$ cat src/rtl/fifo_ctrl.sv
// Pointer and occupancy engine for an external FIFO storage array.
// Qualifies raw push/pop requests into memory strobes and decodes status flags.
module fifo_ctrl #(
    parameter int MEM_SIZE = 8,
    parameter int PTR      = 3,
    parameter int AF_TH    = 6,
    parameter int AE_TH    = 2
) (
    input  logic           clk,
    input  logic           reset,
    input  logic           push_req,
    input  logic           pop_req,
    output logic           push,
    output logic           pop,
    output logic [PTR-1:0] wr_ptr,
    output logic [PTR-1:0] rd_ptr,
    output logic [PTR:0]   count,
    output logic           full,
    output logic           empty,
    output logic           almost_full,
    output logic           almost_empty,
    output logic           overflow,
    output logic           underflow
);

    localparam logic [PTR:0] FULL_CNT = (PTR+1)'(MEM_SIZE);
    localparam logic [PTR:0] AF_CNT   = (PTR+1)'(AF_TH);
    localparam logic [PTR:0] AE_CNT   = (PTR+1)'(AE_TH);

    logic [PTR-1:0] wr_ptr_q, wr_ptr_d;
    logic [PTR-1:0] rd_ptr_q, rd_ptr_d;
    logic [PTR:0]   count_q, count_d;
    logic           overflow_q, overflow_d;
    logic           underflow_q, underflow_d;

    // Request/strobe contract: a request is honoured in the cycle it is raised;
    // push/pop are the accepted subset and take effect at the next posedge.
    // A push into a full FIFO is accepted only when a pop frees a slot the same cycle.
    assign pop  = reset & pop_req & ~empty;
    assign push = reset & push_req & (~full | pop);

    always_comb begin
        wr_ptr_d    = wr_ptr_q;
        rd_ptr_d    = rd_ptr_q;
        count_d     = count_q;
        overflow_d  = overflow_q;
        underflow_d = underflow_q;

        if (push) wr_ptr_d = wr_ptr_q + 1'b1;
        if (pop)  rd_ptr_d = rd_ptr_q + 1'b1;

        unique case ({push, pop})
            2'b10:   count_d = count_q + 1'b1;
            2'b01:   count_d = count_q - 1'b1;
            default: count_d = count_q;
        endcase

        if (push_req && !push) overflow_d  = 1'b1;
        if (pop_req && !pop)   underflow_d = 1'b1;
    end

    always_ff @(posedge clk or negedge reset) begin
        if (!reset) begin
            wr_ptr_q    <= '0;
            rd_ptr_q    <= '0;
            count_q     <= '0;
            overflow_q  <= 1'b0;
            underflow_q <= 1'b0;
        end else begin
            wr_ptr_q    <= wr_ptr_d;
            rd_ptr_q    <= rd_ptr_d;
            count_q     <= count_d;
            overflow_q  <= overflow_d;
            underflow_q <= underflow_d;
        end
    end

    // Flags decode straight off the registered count, so they track it with no lag.
    assign wr_ptr       = wr_ptr_q;
    assign rd_ptr       = rd_ptr_q;
    assign count        = count_q;
    assign full         = (count_q == FULL_CNT);
    assign empty        = (count_q == '0);
    assign almost_full  = (count_q >= AF_CNT);
    assign almost_empty = (count_q <= AE_CNT);
    assign overflow     = overflow_q;
    assign underflow    = underflow_q;

endmodule

$ cat config.mk
export PLATFORM = sky130hd
export DESIGN_NAME = fifo_ctrl
export DESIGN_NICKNAME = d
export VERILOG_FILES = /design/src/rtl/fifo_ctrl.sv
export SDC_FILE = /design/constraint.sdc
export NUM_CORES = 1
export LEC_CHECK = 0
export BUFFER_PORTS_ARGS = -buffer_cell sky130_fd_sc_hd__buf_2
export CAP_MARGIN = 0
export CORE_AREA = 2 2 44 46
export DETAILED_ROUTE_END_ITERATION = 10
export DIE_AREA = 0 0 46 48
export HOLD_SLACK_MARGIN = 0.12
export PLACE_DENSITY = 0.72
export SYNTH_ARGS = -nofsm -noshare
export SYNTH_HDL_FRONTEND = slang
export SYNTH_SLANG_ARGS = --single-unit
export TNS_END_PERCENT = 20
$ cat constraint.sdc
create_clock -name clk -period 2.5 [get_ports clk]
set_clock_uncertainty 0.1 [all_clocks]
set_input_delay 0.625 -clock clk [delete_from_list [all_inputs] [get_ports clk]]
set_output_delay 0.625 -clock clk [all_outputs]
set_load 0.05 [all_outputs]
==> impl_metrics.ini <==
[cts]
ctsHtreeMaxLevel = 1
numCtsBuffers = 3
path_clk_slew_ns = 0.08
clock_latency_ns = 0.29
clock-sinks = 12
cts-root-buf = clkbuf_4
cts_tree = done
postCtsHoldBufs = 0
clock_path_buffers = 2

[worst_setup_path]
r2r-start = count[3]$_DFFE_PN0P_
crit_required_ns = 1.77
reg2regPathDepth = 8
start_kind = register
rrSetupSlack_ns = 0.05
crit_fanout = 5
endpoint_kind = output port
critPathKind = register to output port
timing.rr.end = count[3]$_DFFE_PN0P_
crit_arrival_ns = 1.79

[sta]
worstMarginPinSlew_ns = 0.398
final-setup-viol-count = 1
rsz0062_at_grt = true
min_period_ns = 2.52
layout_setup_ws_ns = -0.0180
post-route-period-util = 1.01
max_freq_mhz = 397
maxSlewHeadroom = 0.733
hold_viol_final = 0
maxSlewViolCount = 0

[yosys]
synth_area_leader_cell = dfrtp_1
syn_area_um2 = 714
seq_area_frac_synth = 0.420
yosysWarnings = 0
synthDominantCellAreaShare = 0.420
ys_ff_latch = 12
synth_area_leaders = dfrtp_1 42%, ha_1 7.0%, xnor2_1 4.9%, a211oi_1 3.2%, mux2_2 3.2%
synth_nets = 73
syn-mean-instance-area_um2 = 11.2
synth_cell_types = 29
synthCells = 64

[place]
pre_cts_ws_ns = -0.177
portBuffers = 21
dp.final_hpwl_um = 1240
place.gp.congestion = 0.840
placed_cells = 114
dpl_cell_area_um2 = 941

[die]
die_h_um = 48
initial_core_util = 0.423
core-area_um2 = 1690
ioPinCount = 22
rows = 15
die_area_um2 = 2210
die-width_um = 46

[grt]
grt_pass1_wl_um = 2760
antenna_found_initial = 0
grt-ovfl-total = 0
grt_pass1_vias = 667
grt_start_max_net_pins = 18
track_usage = 0.188

[route]
ant_nets = 0
drc = 0
firstDrtPassIters = 4
routed-via-count = 646
wire_per_inst_um = 14.0
drt_iter0_markers = 11
vias_per_cell = 5.34
drt-total-wl_um = 1690

[final_layout]
n_fill_cell = 147
drive_gt1_frac = 0.538
syn_to_final_growth_pct = 45.9
layout_common_cells = 19 x buf_2, 14 x buf_4, 8 x dfrtp_1, 6 x nand2_1, 5 x inv_1
fin_nets = 114
final_area_um2 = 1040
multi_input_comb_area_um2 = 412
final_cells = 121
regArea_um2 = 305
final_common_cell = buf_2
antenna_cells = 0

[outcome]
status = finished, violations left
failed_checks = setup timing

[run]
maxCapViolations = 0

[min_path]
hp-class = primary input to async pin
-- cells in the mapped netlist --
| library cell | n |
|---|---|
| a211o_1 | 1 |
| o21a_4 | 1 |
| nand3_1 | 1 |
| nor2_1 | 4 |
| and2_1 | 1 |
| mux2_4 | 1 |
| or3_1 | 1 |
| buf_6 | 1 |
| xor2_1 | 2 |
| a21o_1 | 1 |
| nand2b_1 | 1 |
| a211oi_1 | 3 |
| dfrtp_1 | 12 |
| nor3_1 | 2 |
| nor4_2 | 1 |
| inv_1 | 5 |
| or4b_1 | 1 |
| fa_1 | 1 |
| nand2_1 | 6 |
| o21bai_1 | 1 |
| a31oi_4 | 1 |
| or4b_4 | 1 |
| ha_1 | 4 |
| o311a_1 | 1 |
| mux2_2 | 2 |
| mux2i_1 | 1 |
| inv_2 | 1 |
| xnor2_1 | 4 |
| o21ai_0 | 2 |
-- cell type report --
class                   count  share of cell area
multi-input cells          45               0.395
flip-flops and latches     12               0.293
repair buffers             37               0.235
clock buffers               4              0.0348
inverters                   6              0.0216
well taps                  17              0.0204
-- layer usage --
metal	GRT usage	routed length, um	part of all wire
met1	0.195	680	0.40
met2	0.347	858	0.51
met3	0.0113	80	0.047
met4	0.154	72	0.043
met5	0	0	0
-- how the worst max path moves through the flow --
stage | startpoint | end | cells after the start
after floorplan | count[2]$_DFFE_PN0P_ | count[3]$_DFFE_PN0P_ | 8
after global placement | push_req | count[3]$_DFFE_PN0P_ | 8
after detailed placement | push_req | count[3]$_DFFE_PN0P_ | 8
after CTS | count[2]$_DFFE_PN0P_ | push | 4
after global routing | count[3]$_DFFE_PN0P_ | count[3]$_DFFE_PN0P_ | 8
final | count[1]$_DFFE_PN0P_ | push | 4
-- state kept, by name (all words and copies together) (netlist names) --
name and count:
count 4, rd_ptr 3, wr_ptr 3, overflow 1, underflow 1
-- kinds of logic after synthesis --
kind of cell | after synthesis | synth area share
xor+xnor | 6 | 0.0736
compound gates | 11 | 0.144
flops | 12 | 0.420
fa+ha+maj | 5 | 0.0981
mux | 4 | 0.0665
simple gates | 19 | 0.151
buf+inv | 7 | 0.0473
-- critical path, cell delays in order, from the launching register on --
cell and delay, ns:
dfrtp_2 0.43, buf_6 0.14, or4b_4 0.56, o21a_4 0.23, buf_8 0.14
-- metrics by stage --
step | utilization | hold WS (ns) | setup TNS, ns
2_1_floorplan | - | 0.229 | -0.573
3_3_place_gp | 0.557 | 0.337 | -0.101
3_5_place_dp | 0.557 | 0.340 | -0.177
4_1_cts | 0.598 | 0.183 | -0.0241
5_1_grt | 0.617 | 0.194 | -0.116
6_report | 0.617 | 0.183 | -0.0180
-- repair_timing --
| action | CTS | global route |
|---|---|---|
| setup buffers | 2 | 1 |
| setup endpoints to repair | 1 | 2 |
| gates resized for setup | 5 | 5 |
| pin swaps | 2 | 6 |
Power is not shown: default switching activity piles up to over one toggle a cycle in this logic, so the estimate is an artifact.
